<file path="src/rtl/stopwatch_pkg.sv">
// Shared constants and press-FSM encoding for the stopwatch
// button path.
package stopwatch_pkg;

   typedef enum logic [1:0] {
      IDLE    = 2'd0,
      PRESSED = 2'd1,
      HELD    = 2'd2
   } press_state_t;

   localparam int DEF_DEBOUNCE_CYCLES = 500000;
   localparam int DEF_HOLD_CYCLES     = 50000000;

endpackage

</file>
<file path="src/rtl/debounce_filter.sv">
// Two-flop synchroniser followed by a restartable
// stability counter that yields a clean button level.
module debounce_filter #(
   parameter int DEBOUNCE_CYCLES = 500000
) (
   input  logic clk,
   input  logic reset_n,
   input  logic btn_in,
   output logic btn_level
);

   localparam int DBW =
      (DEBOUNCE_CYCLES > 1) ? $clog2(DEBOUNCE_CYCLES) : 1;
   localparam logic [DBW-1:0] DB_LAST = DBW'(DEBOUNCE_CYCLES - 1);

   logic           sync_q1;
   logic           btn_sync;
   logic [DBW-1:0] db_cnt;

   always_ff @(posedge clk or negedge reset_n) begin
      if (!reset_n) begin
         sync_q1  <= 1'b0;
         btn_sync <= 1'b0;
      end else begin
         sync_q1  <= btn_in;
         btn_sync <= sync_q1;
      end
   end

   // any sample equal to the current level restarts the count
   always_ff @(posedge clk or negedge reset_n) begin
      if (!reset_n) begin
         db_cnt    <= '0;
         btn_level <= 1'b0;
      end else if (btn_sync != btn_level) begin
         if (db_cnt == DB_LAST) begin
            db_cnt    <= '0;
            btn_level <= ~btn_level;
         end else begin
            db_cnt <= db_cnt + 1'b1;
         end
      end else begin
         db_cnt <= '0;
      end
   end

endmodule

</file>
<file path="src/rtl/button_conditioner.sv">
// Turns one bouncy push-button into a debounced level plus
// short-press and long-hold strobes.
module button_conditioner
   import stopwatch_pkg::*;
#(
   parameter int DEBOUNCE_CYCLES = DEF_DEBOUNCE_CYCLES,
   parameter int HOLD_CYCLES     = DEF_HOLD_CYCLES
) (
   input  logic clk,
   input  logic reset_n,
   input  logic btn_in,
   output logic btn_level,
   output logic short_pulse,
   output logic long_pulse
);

   localparam int HW = $clog2(HOLD_CYCLES + 1);
   // FSM enters PRESSED one edge after the level rises,
   // so the count that marks the hold is two short of it
   localparam logic [HW-1:0] HOLD_LAST = HW'(HOLD_CYCLES - 2);

   press_state_t  state_q;
   press_state_t  state_d;
   logic [HW-1:0] hold_cnt;
   logic [HW-1:0] hold_cnt_d;
   logic          long_d;

   debounce_filter #(
      .DEBOUNCE_CYCLES (DEBOUNCE_CYCLES)
   ) u_debounce (
      .clk       (clk),
      .reset_n   (reset_n),
      .btn_in    (btn_in),
      .btn_level (btn_level)
   );

   always_ff @(posedge clk or negedge reset_n) begin
      if (!reset_n) begin
         state_q    <= IDLE;
         hold_cnt   <= '0;
         long_pulse <= 1'b0;
      end else begin
         state_q    <= state_d;
         hold_cnt   <= hold_cnt_d;
         long_pulse <= long_d;
      end
   end

   always_comb begin
      state_d    = state_q;
      hold_cnt_d = hold_cnt;
      long_d     = 1'b0;
      unique case (state_q)
         IDLE: begin
            if (btn_level) begin
               state_d    = PRESSED;
               hold_cnt_d = '0;
            end
         end
         PRESSED: begin
            if (!btn_level) begin
               state_d = IDLE;
            end else if (hold_cnt == HOLD_LAST) begin
               state_d = HELD;
               long_d  = 1'b1;
            end else begin
               hold_cnt_d = hold_cnt + 1'b1;
            end
         end
         HELD: begin
            if (!btn_level) state_d = IDLE;
         end
         default: state_d = IDLE;
      endcase
   end

   // decoded from flops only: level has just fallen while pressed
   assign short_pulse = (state_q == PRESSED) && !btn_level;

endmodule
</file>
<file path="config.mk">
export PLATFORM = sky130hd
export DESIGN_NAME = button_conditioner
export DESIGN_NICKNAME = d
export VERILOG_FILES = /design/src/rtl/stopwatch_pkg.sv /design/src/rtl/debounce_filter.sv /design/src/rtl/button_conditioner.sv
export SDC_FILE = /design/constraint.sdc
export NUM_CORES = 1
export LEC_CHECK = 0
export CAP_MARGIN = 40
export CORE_UTILIZATION = 55
export CTS_CLUSTER_DIAMETER = 50
export DETAILED_ROUTE_END_ITERATION = 8
export GPL_ROUTABILITY_DRIVEN = 0
export PLACE_DENSITY = 0.71
export SYNTH_ARGS = -nofsm -noshare
export SYNTH_HDL_FRONTEND = slang
export SYNTH_SLANG_ARGS = --single-unit
</file>
<file path="constraint.sdc">
create_clock -name clk -period 2.3 [get_ports clk]
set_clock_uncertainty 0.05 [all_clocks]
set_input_delay 0.23 -clock clk [delete_from_list [all_inputs] [get_ports clk]]
set_output_delay 0.23 -clock clk [all_outputs]
set_load 0.02 [all_outputs]
</file>
==> flow_results.xml, run 1 <==
<?xml version="1.0" encoding="UTF-8"?>
<metrics>
  <group name="finish">
    <metric name="finalNetCount" unit="">320</metric>
    <metric name="area_growth" unit="%">14.45</metric>
    <metric name="insertedDiodeCount" unit="">0</metric>
    <metric name="fillCellCount" unit="">376</metric>
    <metric name="post-route-util" unit="%">67.34</metric>
    <metric name="layout-drive-gt1-share" unit="%">14.97</metric>
    <metric name="instances_no_fill" unit="">366</metric>
  </group>
  <group name="logic_synthesis">
    <metric name="synth.cell_area" unit="um^2">2633</metric>
    <metric name="syn-instance-count" unit="">285</metric>
    <metric name="synth_seq_area_share" unit="%">48.48</metric>
    <metric name="synth_cell_types" unit="">40</metric>
    <metric name="net_count_of_the_mapped_netlist" unit="">291</metric>
    <metric name="synth.yosys.warnings" unit="">0</metric>
    <metric name="avgSynthCellArea" unit="um^2">9.237</metric>
    <metric name="ys_ff_latch" unit="">51</metric>
  </group>
  <group name="setup_path">
    <metric name="worst-r2r-setup-slack" unit="ns">0.08</metric>
    <metric name="worstPathArrival" unit="ns">2.40</metric>
    <metric name="regToRegEndpoint" unit="">hold_cnt[20]</metric>
    <metric name="critical_path.top_delay_family" unit="">simple AND/OR/NAND/NOR gates</metric>
    <metric name="cp.required" unit="ns">2.48</metric>
    <metric name="rr_worst_depth" unit="">5</metric>
    <metric name="critical_path.cell_chain" unit="">or4b_4, or4_4, o21ai_4, inv_2, a31oi_1</metric>
    <metric name="worstReg2RegStart" unit="">hold_cnt[18]</metric>
    <metric name="cp_slowest_cell" unit="">sky130_fd_sc_hd__or4b_4</metric>
    <metric name="cp_slowest_stage_delay" unit="ns">0.55</metric>
    <metric name="cp_num_buf_inv" unit="">1</metric>
    <metric name="critPathKind" unit="">reg -&gt; reg</metric>
    <metric name="crit_path_max_fanout" unit="">10</metric>
    <metric name="critical_path.startpoint_type" unit="">flop</metric>
    <metric name="element_type_at_the_critical_path_end" unit="">flop</metric>
  </group>
  <group name="placed_design">
    <metric name="placedCellCount" unit="">355</metric>
    <metric name="numPortBuffers" unit="">5</metric>
    <metric name="place_hpwl" unit="um">3941</metric>
    <metric name="place_worst_setup_slack" unit="ns">0.06043</metric>
  </group>
  <group name="global_route">
    <metric name="global_route.overflow_total" unit="">0</metric>
    <metric name="global_route.usage.met1" unit="%">36.81</metric>
    <metric name="track_usage" unit="%">25.54</metric>
    <metric name="grt_pass1_vias" unit="">2195</metric>
    <metric name="use_met3" unit="%">3.989</metric>
    <metric name="grt_start_max_net_pins" unit="">28</metric>
    <metric name="groute.layer.met2.usage" unit="%">38.10</metric>
    <metric name="grt_first_pass_wirelength" unit="um">10100</metric>
    <metric name="number_of_antenna_violations_at_the_first_check_in_global_routing" unit="">0</metric>
    <metric name="busiest_layer" unit="">met2</metric>
  </group>
  <group name="min_path">
    <metric name="timing.hold.worst.start" unit="">u_debounce.sync_q1</metric>
    <metric name="worstHoldPathCells" unit="">0</metric>
    <metric name="worstHoldPathType" unit="">reg -&gt; reg</metric>
    <metric name="hold_path_end" unit="">u_debounce.btn_sync</metric>
  </group>
  <group name="clock_tree">
    <metric name="tritoncts_clock_tree" unit="">yes</metric>
    <metric name="cts_htree_levels" unit="">2</metric>
    <metric name="cts_buf_count" unit="">5</metric>
    <metric name="bufs_on_longest_clock_path" unit="">2</metric>
    <metric name="insertion_delay" unit="ns">0.31</metric>
    <metric name="cts-root-buf" unit="">sky130_fd_sc_hd__clkbuf_8</metric>
    <metric name="worst_setup_hold_path_clk_slew" unit="ns">0.09</metric>
    <metric name="tritoncts_num_sinks" unit="">51</metric>
  </group>
  <group name="sta">
    <metric name="setup_ws" unit="ns">0.08260</metric>
    <metric name="min_period" unit="ns">2.217</metric>
    <metric name="finalHoldViolations" unit="">0</metric>
    <metric name="fin_crit_share" unit="%">96.41</metric>
    <metric name="tightest_slew" unit="ns">0.5819</metric>
    <metric name="final-setup-viol-count" unit="">0</metric>
    <metric name="worst_hold_slack" unit="ns">0.3196</metric>
    <metric name="max_slew_margin" unit="%">61.20</metric>
    <metric name="finalMaxSlewViolations" unit="">0</metric>
    <metric name="clock.fmax" unit="MHz">451.0</metric>
  </group>
  <group name="floorplan">
    <metric name="die_height" unit="um">71.19</metric>
    <metric name="die_span_in_x" unit="um">71.19</metric>
    <metric name="num_rows" unit="">24</metric>
    <metric name="floorplan.initialDensity" unit="%">58.84</metric>
    <metric name="floorplan.io_pins" unit="">6</metric>
    <metric name="die-area" unit="um^2">5067</metric>
    <metric name="placeableCoreArea" unit="um^2">4474</metric>
  </group>
  <group name="status">
    <metric name="outcome" unit="">finished clean</metric>
  </group>
  <group name="power">
    <metric name="totalPowerFinal" unit="uW">1474</metric>
    <metric name="total_power_divided_by_cell_area" unit="nW/um^2">489.1</metric>
    <metric name="vdd_drop_max" unit="V">0.0002342</metric>
    <metric name="power.leakage" unit="uW">0.001287</metric>
  </group>
  <group name="routing">
    <metric name="routed_length_per_instance" unit="um">15.28</metric>
    <metric name="vias" unit="">2177</metric>
    <metric name="initialDrtViolationCount" unit="">136</metric>
    <metric name="route.antenna.remaining_nets" unit="">0</metric>
    <metric name="drc" unit="">0</metric>
    <metric name="drt-vias-per-instance" unit="">5.948</metric>
    <metric name="drtPass1Iterations" unit="">4</metric>
    <metric name="route.final.wire_length" unit="um">5593</metric>
  </group>
  <group name="flow_run">
    <metric name="drv.max_cap_violation_count" unit="">0</metric>
  </group>
</metrics>
sequential cells by signal, indices dropped and copies added, names as in the netlist:
signal / cells
u_debounce.btn_level: 1
u_debounce.btn_sync: 1
long_pulse: 1
state_q: 2
u_debounce.sync_q1: 1
hold_cnt: 26
u_debounce.db_cnt: 19
metrics by stage:
| stage | TNS, ns | cell area, um^2 |
|---|---|---|
| 2_1_floorplan | 0 | 2633 |
| 3_3_place_gp | 0 | 2882 |
| 3_5_place_dp | 0 | 2882 |
| 4_1_cts | 0 | 2979 |
| 5_1_grt | -0.004625 | 3013 |
| 6_report | 0 | 3013 |
metal layers:
metal  routed length (um)  vias to the layer above
li1                     -                     1080
met1                 2737                     1054
met2                 2566                       32
met3                  207                       11
met4                   81                        0
met5                    0                        -
synth_stat cells (all sizes together):
cell type	count	share of area, %
nand2	28	4.0
a31o	1	0.33
or2	1	0.24
xnor2	7	2.3
and3	6	1.4
a21o	5	1.4
or3	5	1.2
or2b	1	0.29
nor3	5	0.95
o21ai	27	6.4
o31a	1	0.33
buf	4	1.1
dfrtp	51	48
or4	4	1.4
nor3b	1	0.29
ha	3	1.4
clkbuf	4	0.57
inv	8	1.1
nor4bb	1	0.38
nor4	6	1.4
and2	2	0.48
nand2b	2	0.48
nand4b	1	0.33
o31ai	5	1.4
or4b	1	0.38
a41oi	1	0.62
nand4	12	3.1
nor2b	1	0.24
nor2	37	5.3
xor2	11	3.7
a21oi	10	1.9
nand3	18	3.4
a31oi	15	3.6
how the worst max path moves through the flow:
| stage | start | end | slack (ns) | depth (start not counted) |
|---|---|---|---|---|
| CTS | hold_cnt[18] | hold_cnt[10] | 0.03 | 6 |
| detailed placement | hold_cnt[18] | hold_cnt[10] | 0.06 | 6 |
| global route | hold_cnt[18] | hold_cnt[23] | -0.004 | 5 |
| finish | hold_cnt[18] | hold_cnt[20] | 0.08 | 5 |
| global placement | hold_cnt[18] | hold_cnt[2] | 0.10 | 6 |
| floorplan | hold_cnt[16] | hold_cnt[23] | 0.18 | 6 |
cell type report:
type,instances,area (um^2),area share (%)
clock inverter,1,5.005,0.1661
sequential,51,1276,42.36
inverter,8,30.03,0.9967
clock buffer,6,82.58,2.741
multi-input combinational,218,1286,42.69
timing repair buffer,30,267.8,8.887
tap,52,65.06,2.159
what timing repair did:
item | CTS | global route
resized for setup | 0 | 3
buffers inserted | 0 | 3
endpoints found under the setup margin | 0 | 21
endpoints found under the hold margin | 24 | 0
hold buffers | 1 | 0
cells by family (layout without fill, tap and decap cells):
| family | after synthesis | after routing | share of synthesized area, % |
|---|---|---|---|
| simple gates | 132 | 132 | 25.29 |
| compound gates | 65 | 65 | 16.02 |
| flops | 51 | 51 | 48.48 |
| xor+xnor | 18 | 18 | 5.989 |
| buf+inv | 16 | 45 | 2.804 |
| fa+ha+maj | 3 | 3 | 1.426 |
power by group:
part / switching, uW / internal, uW
combinational: 27.6 / 12.0
sequential: 5.61 / 902
clock: 290 / 237
total: 323 / 1150
cells in the final DEF (no fill, tap or decap), types with 2 or more instances in the layout:
cell type and count:
sky130_fd_sc_hd__dfrtp_1 51, sky130_fd_sc_hd__buf_12 2, sky130_fd_sc_hd__nand2_1 28, sky130_fd_sc_hd__nor4_1 6, sky130_fd_sc_hd__and3_1 6, sky130_fd_sc_hd__or4_4 2, sky130_fd_sc_hd__o21ai_0 20, sky130_fd_sc_hd__clkbuf_8 6
sky130_fd_sc_hd__a31oi_1 15, sky130_fd_sc_hd__nor2_1 37, sky130_fd_sc_hd__o31ai_1 5, sky130_fd_sc_hd__ha_1 3, sky130_fd_sc_hd__o21ai_2 6, sky130_fd_sc_hd__a21o_1 5, sky130_fd_sc_hd__nand2b_1 2, sky130_fd_sc_hd__buf_4 20
sky130_fd_sc_hd__or4_1 2, sky130_fd_sc_hd__nand3_1 18, sky130_fd_sc_hd__a21oi_1 10, sky130_fd_sc_hd__inv_1 7, sky130_fd_sc_hd__and2_1 2, sky130_fd_sc_hd__or3_1 5, sky130_fd_sc_hd__buf_6 2, sky130_fd_sc_hd__nor3_1 5
sky130_fd_sc_hd__xor2_1 11, sky130_fd_sc_hd__clkdlybuf4s50_1 4, sky130_fd_sc_hd__nand4_1 11, sky130_fd_sc_hd__xnor2_1 7
Power figures use the tool's default switching activity.
==> run 2, diff against run 1 <==
Settings changed: SYNTH_HIERARCHICAL set to 1.
==> run 2 against run 1 <==
Against the previous run:
- global-route usage fell by 1.8 points
- critical path depth did not move
- power rose by 2.1%
- cell count rose by 8.2%
- flip-flop and latch count did not move
- first-iteration DRC count rose by 0.74%
- synthesized cell count rose by 11%
- largest cell class unchanged
- combinational power rose by 7.3%
- via count rose by 6.9%
==> flow_results.xml, run 2 <==
<?xml version="1.0" encoding="UTF-8"?>
<metrics>
  <group name="finish">
    <metric name="area.sequential" unit="um^2">1276</metric>
    <metric name="largest-register" unit="">hold_cnt</metric>
    <metric name="area_growth" unit="%">8.679</metric>
    <metric name="mostFrequentLayoutCells" unit="">51 x sky130_fd_sc_hd__dfrtp_1, 29 x sky130_fd_sc_hd__nor2_1, 28 x sky130_fd_sc_hd__nand2_1, 18 x sky130_fd_sc_hd__nand4_1, 15 x sky130_fd_sc_hd__nor3_1</metric>
    <metric name="final_design_area_no_fill" unit="um^2">3181</metric>
    <metric name="layout_commonest_cell" unit="">sky130_fd_sc_hd__dfrtp_1</metric>
    <metric name="reg.largest.list" unit="">hold_cnt (26), u_debounce/db_cnt (19), state_q (2)</metric>
    <metric name="finalNetCount" unit="">331</metric>
    <metric name="largest_register_ff_count" unit="">26</metric>
    <metric name="insertedDiodeCount" unit="">0</metric>
    <metric name="multi_input_area" unit="um^2">1524</metric>
    <metric name="fillCellCount" unit="">458</metric>
    <metric name="layout-drive-gt1-share" unit="%">9.202</metric>
  </group>
  <group name="logic_synthesis">
    <metric name="synth_largest_type_area_fraction" unit="%">43.61</metric>
    <metric name="net_count_of_the_mapped_netlist" unit="">322</metric>
    <metric name="syn-instance-count" unit="">316</metric>
    <metric name="avgSynthCellArea" unit="um^2">9.261</metric>
    <metric name="ys_ff_latch" unit="">51</metric>
    <metric name="synth_commonest_cells" unit="">51 x sky130_fd_sc_hd__dfrtp_1, 29 x sky130_fd_sc_hd__nor2_1, 28 x sky130_fd_sc_hd__nand2_1, 18 x sky130_fd_sc_hd__nand4_1, 15 x sky130_fd_sc_hd__nor3_1</metric>
    <metric name="asyncSetResetFlopFracSynth" unit="%">100.0</metric>
    <metric name="synth.cell_area" unit="um^2">2927</metric>
    <metric name="most_frequent_cell_after_synthesis" unit="">sky130_fd_sc_hd__dfrtp_1</metric>
    <metric name="count_of_flip_flops_with_a_built_in_enable_after_synthesis" unit="">0</metric>
    <metric name="synth.yosys.warnings" unit="">6</metric>
    <metric name="synth_top_area_cell" unit="">sky130_fd_sc_hd__dfrtp_1</metric>
    <metric name="synth_seq_area_share" unit="%">43.61</metric>
    <metric name="synth_area_leaders" unit="">sky130_fd_sc_hd__dfrtp_1 44%, sky130_fd_sc_hd__xnor2_1 3.9%, sky130_fd_sc_hd__nand4_1 3.8%</metric>
    <metric name="synth_ff_type" unit="">sky130_fd_sc_hd__dfrtp_1</metric>
    <metric name="synth_cell_types" unit="">53</metric>
  </group>
  <group name="min_path">
    <metric name="worstHoldPathCells" unit="">0</metric>
    <metric name="worstHoldPathType" unit="">reg -&gt; reg</metric>
    <metric name="hold_path_end" unit="">u_debounce/btn_sync</metric>
    <metric name="timing.hold.worst.start" unit="">u_debounce/sync_q1</metric>
  </group>
  <group name="floorplan">
    <metric name="num_rows" unit="">26</metric>
    <metric name="die_span_in_x" unit="um">74.95</metric>
    <metric name="floorplan.initialDensity" unit="%">57.30</metric>
    <metric name="die_height" unit="um">74.95</metric>
    <metric name="floorplan.io_pins" unit="">6</metric>
    <metric name="placeableCoreArea" unit="um^2">5107</metric>
    <metric name="die-area" unit="um^2">5617</metric>
  </group>
  <group name="setup_path">
    <metric name="critical_path.startpoint_type" unit="">flop</metric>
    <metric name="cp.required" unit="ns">2.49</metric>
    <metric name="worst-r2r-setup-slack" unit="ns">0.25</metric>
    <metric name="regToRegEndpoint" unit="">u_debounce/db_cnt[16]</metric>
    <metric name="worstPathArrival" unit="ns">2.24</metric>
    <metric name="rr_worst_depth" unit="">5</metric>
    <metric name="critPathKind" unit="">reg -&gt; reg</metric>
    <metric name="cp-startpoint" unit="">u_debounce/db_cnt[0]</metric>
    <metric name="crit_path_max_fanout" unit="">8</metric>
    <metric name="worstReg2RegStart" unit="">u_debounce/db_cnt[0]</metric>
    <metric name="element_type_at_the_critical_path_end" unit="">flop</metric>
  </group>
  <group name="routing">
    <metric name="routed_length_per_instance" unit="um">15.30</metric>
    <metric name="vias" unit="">2327</metric>
    <metric name="route.antenna.remaining_nets" unit="">0</metric>
    <metric name="drtPass1Iterations" unit="">4</metric>
    <metric name="drc" unit="">0</metric>
    <metric name="route.final.wire_length" unit="um">6059</metric>
    <metric name="drt-vias-per-instance" unit="">5.876</metric>
    <metric name="initialDrtViolationCount" unit="">137</metric>
  </group>
  <group name="global_route">
    <metric name="track_usage" unit="%">23.74</metric>
    <metric name="grt_first_pass_wirelength" unit="um">10070</metric>
    <metric name="grt_pass1_vias" unit="">2188</metric>
    <metric name="global_route.overflow_total" unit="">0</metric>
    <metric name="number_of_antenna_violations_at_the_first_check_in_global_routing" unit="">0</metric>
    <metric name="grt_start_max_net_pins" unit="">29</metric>
  </group>
  <group name="clock_tree">
    <metric name="insertion_delay" unit="ns">0.31</metric>
    <metric name="cts-resized-gates" unit="">0</metric>
    <metric name="tritoncts_clock_tree" unit="">yes</metric>
    <metric name="cts_buf_count" unit="">5</metric>
    <metric name="bufs_on_longest_clock_path" unit="">2</metric>
    <metric name="worst_setup_hold_path_clk_slew" unit="ns">0.10</metric>
    <metric name="cts-root-buf" unit="">sky130_fd_sc_hd__clkbuf_8</metric>
    <metric name="cts_htree_levels" unit="">2</metric>
    <metric name="ctsHoldBuffers" unit="">1</metric>
    <metric name="cts_setup_buffers" unit="">0</metric>
    <metric name="tritoncts_num_sinks" unit="">51</metric>
  </group>
  <group name="sta">
    <metric name="finalMaxSlewViolations" unit="">0</metric>
    <metric name="tightest_slew" unit="ns">0.6389</metric>
    <metric name="min_period" unit="ns">2.048</metric>
    <metric name="max_slew_margin" unit="%">57.41</metric>
    <metric name="clock.fmax" unit="MHz">488.4</metric>
    <metric name="finalHoldViolations" unit="">0</metric>
    <metric name="rsz_0062_raised_after_global_routing" unit="">false</metric>
    <metric name="fin_crit_share" unit="%">89.02</metric>
    <metric name="final-setup-viol-count" unit="">0</metric>
    <metric name="summed_negative_setup_slack_over_all_endpoints" unit="ns">0</metric>
  </group>
  <group name="placed_design">
    <metric name="placedInstanceArea" unit="um^2">3072</metric>
    <metric name="numPortBuffers" unit="">5</metric>
    <metric name="place_hpwl" unit="um">4372</metric>
  </group>
  <group name="status">
    <metric name="outcome" unit="">finished clean</metric>
  </group>
  <group name="power">
    <metric name="total_power_divided_by_cell_area" unit="nW/um^2">472.9</metric>
    <metric name="power.leakage" unit="uW">0.001285</metric>
    <metric name="totalPowerFinal" unit="uW">1504</metric>
    <metric name="vdd_drop_max" unit="V">0.0003202</metric>
  </group>
  <group name="flow_run">
    <metric name="drv.max_cap_violation_count" unit="">0</metric>
  </group>
</metrics>
==> run 2: cell count changes after synthesis, moves of 9 or more <==
cell / previous run / this run
sky130_fd_sc_hd__a31oi_1: 15 / 0
sky130_fd_sc_hd__o21ai_0: 20 / 6
sky130_fd_sc_hd__mux2i_1: 0 / 10
sky130_fd_sc_hd__nor3_1: 5 / 15
sky130_fd_sc_hd__nand2b_1: 2 / 11
sky130_fd_sc_hd__xor2_1: 11 / 2
==> run 2: cell families after synthesis <==
kind of cell,Yosys count,share of synthesized area (%)
and+or+nand+nor,158,29.84
xor gates and xnor gates,15,4.489
muxes,11,3.805
adders and majority gates,3,1.283
buffers and inverters,29,4.318
DFF,51,43.61
AOI/OAI and AO/OA,49,12.66
==> run 2: how the worst max path moves through the flow <==
stage | cells after the start | slack [ns] | endpoint
floorplan | 5 | 0.38 | u_debounce/db_cnt[16]
global placement | 5 | 0.32 | u_debounce/db_cnt[18]
detailed placement | 5 | 0.27 | u_debounce/db_cnt[16]
CTS | 5 | 0.26 | u_debounce/db_cnt[16]
global route | 5 | 0.16 | hold_cnt[18]
finish | 5 | 0.25 | u_debounce/db_cnt[16]
==> run 2: cell type report <==
class / instances / area share, %
clock buffers: 6 / 2.596
clock inverters: 2 / 0.5114
inverters: 13 / 1.534
multi-input cells: 236 / 47.91
flip-flops and latches: 51 / 40.13
well taps: 70 / 2.754
repair buffers: 18 / 4.563
==> run 2: critical path, cell delays in order (launching register included) <==
cell	delay, ns
sky130_fd_sc_hd__dfrtp_1	0.43
sky130_fd_sc_hd__ha_1	0.27
sky130_fd_sc_hd__nand4_4	0.19
sky130_fd_sc_hd__or4_4	0.59
sky130_fd_sc_hd__or3_1	0.32
sky130_fd_sc_hd__a21oi_1	0.14
==> run 2: where the power goes <==
| group | internal [uW] | leakage [uW] | switching [uW] |
|---|---|---|---|
| Sequential | 902 | 0.000706 | 7.06 |
| Combinational | 13.9 | 0.000532 | 28.6 |
| Clock | 246 | 0.0000474 | 307 |
==> run 2: per-stage QoR <==
stage                     utilization (%)  hold WS [ns]  setup slack [ns]  instances
after floorplan                         -       -0.1156            0.3813        316
after global placement              60.14        0.2470            0.3226        387
after detailed placement            60.14        0.2480            0.2710        387
after CTS                           62.27        0.3354            0.2585        396
after global routing                62.27        0.3331            0.1600        396
final                               62.27        0.3268            0.2524        396
==> run 2: per-layer routing <==
metal,global-route usage (%),vias up,share of wire [%]
met4,8.386,0,0.97
li1,-,1175,-
met2,40.14,36,49
met5,0,-,0
met1,30.58,1110,47
met3,4.418,6,3.0
==> run 3, diff against run 2 <==
Settings changed: CELL_PAD_IN_SITES_DETAIL_PLACEMENT set to 2, CELL_PAD_IN_SITES_GLOBAL_PLACEMENT set to 2, CORE_UTILIZATION 55 to 40, MAX_ROUTING_LAYER set to met4, PLACE_DENSITY 0.71 to 0.78.
==> run 3 against run 2 <==
Against the previous run:
- sequential share of layout area is 1.2 points lower
- critical path type unchanged
- flip-flop and latch count stayed put
- first-iteration DRC count is 56% lower
- critical path depth is 1 lower
- highest routed layer unchanged
- setup slack worse by 0.056 ns
- combinational power is 6.8% higher
- die area is 36% higher
- design area is 3.1% higher
- largest cell class unchanged
- critical endpoint is now u_debounce/btn_level
- power is 13% higher
- global-route usage is 0.36 points higher
- register-to-register slack worse by 0.06 ns
- core utilization is 15 points lower
==> flow_results.xml, run 3 (synthesis gave the netlist of run 2 again) <==
<?xml version="1.0" encoding="UTF-8"?>
<metrics>
  <group name="status">
    <metric name="outcome" unit="">finished clean</metric>
  </group>
  <group name="global_route">
    <metric name="global_route.overflow_total" unit="">0</metric>
    <metric name="use_met3" unit="%">2.828</metric>
    <metric name="grt_first_pass_wirelength" unit="um">13600</metric>
    <metric name="grt_pass1_vias" unit="">2720</metric>
    <metric name="number_of_antenna_violations_at_the_first_check_in_global_routing" unit="">0</metric>
    <metric name="busiest_layer" unit="">met2</metric>
    <metric name="global_route.usage.met1" unit="%">30.93</metric>
    <metric name="track_usage" unit="%">24.10</metric>
    <metric name="groute.layer.met2.usage" unit="%">40.06</metric>
    <metric name="grt_start_max_net_pins" unit="">30</metric>
  </group>
  <group name="flow_run">
    <metric name="drv.max_cap_violation_count" unit="">0</metric>
  </group>
  <group name="finish">
    <metric name="layout-drive-gt1-share" unit="%">10.30</metric>
    <metric name="final_design_area_no_fill" unit="um^2">3281</metric>
    <metric name="insertedDiodeCount" unit="">0</metric>
    <metric name="fillCellCount" unit="">751</metric>
    <metric name="reg.largest.list" unit="">hold_cnt (26), u_debounce/db_cnt (19), state_q (2)</metric>
    <metric name="multi_input_area" unit="um^2">1524</metric>
    <metric name="largest-register" unit="">hold_cnt</metric>
    <metric name="area_growth" unit="%">12.10</metric>
    <metric name="largest_register_ff_count" unit="">26</metric>
    <metric name="finalNetCount" unit="">335</metric>
    <metric name="mostFrequentLayoutCells" unit="">51 x sky130_fd_sc_hd__dfrtp_1, 29 x sky130_fd_sc_hd__nor2_1, 28 x sky130_fd_sc_hd__nand2_1, 18 x sky130_fd_sc_hd__nand4_1, 16 x sky130_fd_sc_hd__buf_4</metric>
    <metric name="layout_commonest_cell" unit="">sky130_fd_sc_hd__dfrtp_1</metric>
    <metric name="area.sequential" unit="um^2">1276</metric>
  </group>
  <group name="floorplan">
    <metric name="floorplan.io_pins" unit="">6</metric>
    <metric name="placeableCoreArea" unit="um^2">6944</metric>
    <metric name="floorplan.initialDensity" unit="%">42.14</metric>
    <metric name="die_span_in_x" unit="um">87.54</metric>
    <metric name="die-area" unit="um^2">7662</metric>
    <metric name="num_rows" unit="">30</metric>
    <metric name="die_height" unit="um">87.54</metric>
  </group>
  <group name="setup_path">
    <metric name="cp.required" unit="ns">2.45</metric>
    <metric name="worstReg2RegStart" unit="">u_debounce/db_cnt[9]</metric>
    <metric name="element_type_at_the_critical_path_end" unit="">flop</metric>
    <metric name="crit_path_max_fanout" unit="">5</metric>
    <metric name="worst-r2r-setup-slack" unit="ns">0.20</metric>
    <metric name="critical_path.startpoint_type" unit="">flop</metric>
    <metric name="worstPathArrival" unit="ns">2.26</metric>
    <metric name="regToRegEndpoint" unit="">u_debounce/btn_level</metric>
    <metric name="critPathKind" unit="">reg -&gt; reg</metric>
    <metric name="rr_worst_depth" unit="">4</metric>
  </group>
  <group name="routing">
    <metric name="route.final.wire_length" unit="um">8152</metric>
    <metric name="vias" unit="">2518</metric>
    <metric name="drc" unit="">0</metric>
    <metric name="routed_length_per_instance" unit="um">19.14</metric>
    <metric name="drt-vias-per-instance" unit="">5.911</metric>
    <metric name="initialDrtViolationCount" unit="">60</metric>
    <metric name="route.antenna.remaining_nets" unit="">0</metric>
    <metric name="drtPass1Iterations" unit="">4</metric>
  </group>
  <group name="sta">
    <metric name="finalHoldViolations" unit="">0</metric>
    <metric name="summed_negative_setup_slack_over_all_endpoints" unit="ns">0</metric>
    <metric name="worst_hold_slack" unit="ns">0.1782</metric>
    <metric name="min_period" unit="ns">2.103</metric>
    <metric name="setup_ws" unit="ns">0.1968</metric>
    <metric name="finalMaxSlewViolations" unit="">0</metric>
    <metric name="max_slew_margin" unit="%">68.69</metric>
    <metric name="final-setup-viol-count" unit="">0</metric>
    <metric name="tightest_slew" unit="ns">0.4657</metric>
    <metric name="rsz_0062_raised_after_global_routing" unit="">false</metric>
    <metric name="clock.fmax" unit="MHz">475.5</metric>
    <metric name="fin_crit_share" unit="%">91.44</metric>
  </group>
  <group name="placed_design">
    <metric name="place_hpwl" unit="um">5938</metric>
    <metric name="numPortBuffers" unit="">5</metric>
    <metric name="placedInstanceArea" unit="um^2">3134</metric>
    <metric name="place_worst_setup_slack" unit="ns">0.2511</metric>
  </group>
  <group name="clock_tree">
    <metric name="tritoncts_num_sinks" unit="">51</metric>
    <metric name="tritoncts_clock_tree" unit="">yes</metric>
    <metric name="cts-root-buf" unit="">sky130_fd_sc_hd__clkbuf_8</metric>
    <metric name="cts_buf_count" unit="">5</metric>
    <metric name="cts_htree_levels" unit="">2</metric>
    <metric name="cts_setup_buffers" unit="">0</metric>
    <metric name="insertion_delay" unit="ns">0.32</metric>
    <metric name="bufs_on_longest_clock_path" unit="">2</metric>
    <metric name="worst_setup_hold_path_clk_slew" unit="ns">0.10</metric>
  </group>
  <group name="power">
    <metric name="totalPowerFinal" unit="uW">1699</metric>
    <metric name="vdd_drop_max" unit="V">0.0001980</metric>
    <metric name="total_power_divided_by_cell_area" unit="nW/um^2">517.8</metric>
    <metric name="power.leakage" unit="uW">0.001323</metric>
  </group>
  <group name="min_path">
    <metric name="worstHoldPathType" unit="">in -&gt; async</metric>
  </group>
</metrics>
run 3: cell count changes in the layout (fill, tap and decap cells not counted), sizes merged:
cell	before	now
buf	13	17
bufinv	0	2
clkinv	1	0
clkbuf	6	5
run 3: routing by layer:
| layer | vias up | wire (um) |
|---|---|---|
| met5 | - | 0 |
| met3 | 10 | 125 |
| met2 | 30 | 4024 |
| met1 | 1296 | 3899 |
| met4 | 0 | 103 |
| li1 | 1182 | - |
run 3: power by group:
part	switching (uW)	leakage [uW]	internal [uW]	total [uW]
clock	311	0.0000644	434	744
sequential	7.38	0.000706	902	909
combinational	31.2	0.000553	14.1	45.4
run 3: what timing repair did:
| item | CTS | global route |
|---|---|---|
| hold buffers | 1 | 0 |
| hold endpoints to repair | 51 | 0 |
| gates resized for setup | 0 | 0 |
run 3: cell type report:
cell class / count / share of cell area [%]
clock inverters: 3 / 2.059
clock buffers: 5 / 2.098
multi-input cells: 236 / 46.45
well taps: 96 / 3.661
inverters: 13 / 1.487
repair buffers: 22 / 5.339
flip-flops and latches: 51 / 38.90
run 3: worst max-delay path, cell delays in order, from the launching register on:
cell and delay [ns]:
sky130_fd_sc_hd__dfrtp_1 0.45, sky130_fd_sc_hd__nor4_1 0.34, sky130_fd_sc_hd__nand4_1 0.26, sky130_fd_sc_hd__nor4_1 0.52, sky130_fd_sc_hd__mux2_2 0.38
run 3: worst max-delay path by stage:
stage,from,end,depth (start not counted)
floorplan,u_debounce/db_cnt[0],u_debounce/db_cnt[16],5
global placement,u_debounce/db_cnt[9],u_debounce/btn_level,4
detailed placement,u_debounce/db_cnt[9],u_debounce/btn_level,4
CTS,u_debounce/db_cnt[9],u_debounce/btn_level,4
global route,u_debounce/db_cnt[9],u_debounce/btn_level,4
finish,u_debounce/db_cnt[9],u_debounce/btn_level,4
run 3: stage by stage:
step,std cells,util (%)
2_1_floorplan,316,-
3_3_place_gp,417,45.14
3_5_place_dp,417,45.14
4_1_cts,426,47.24
5_1_grt,426,47.24
6_report,426,47.24
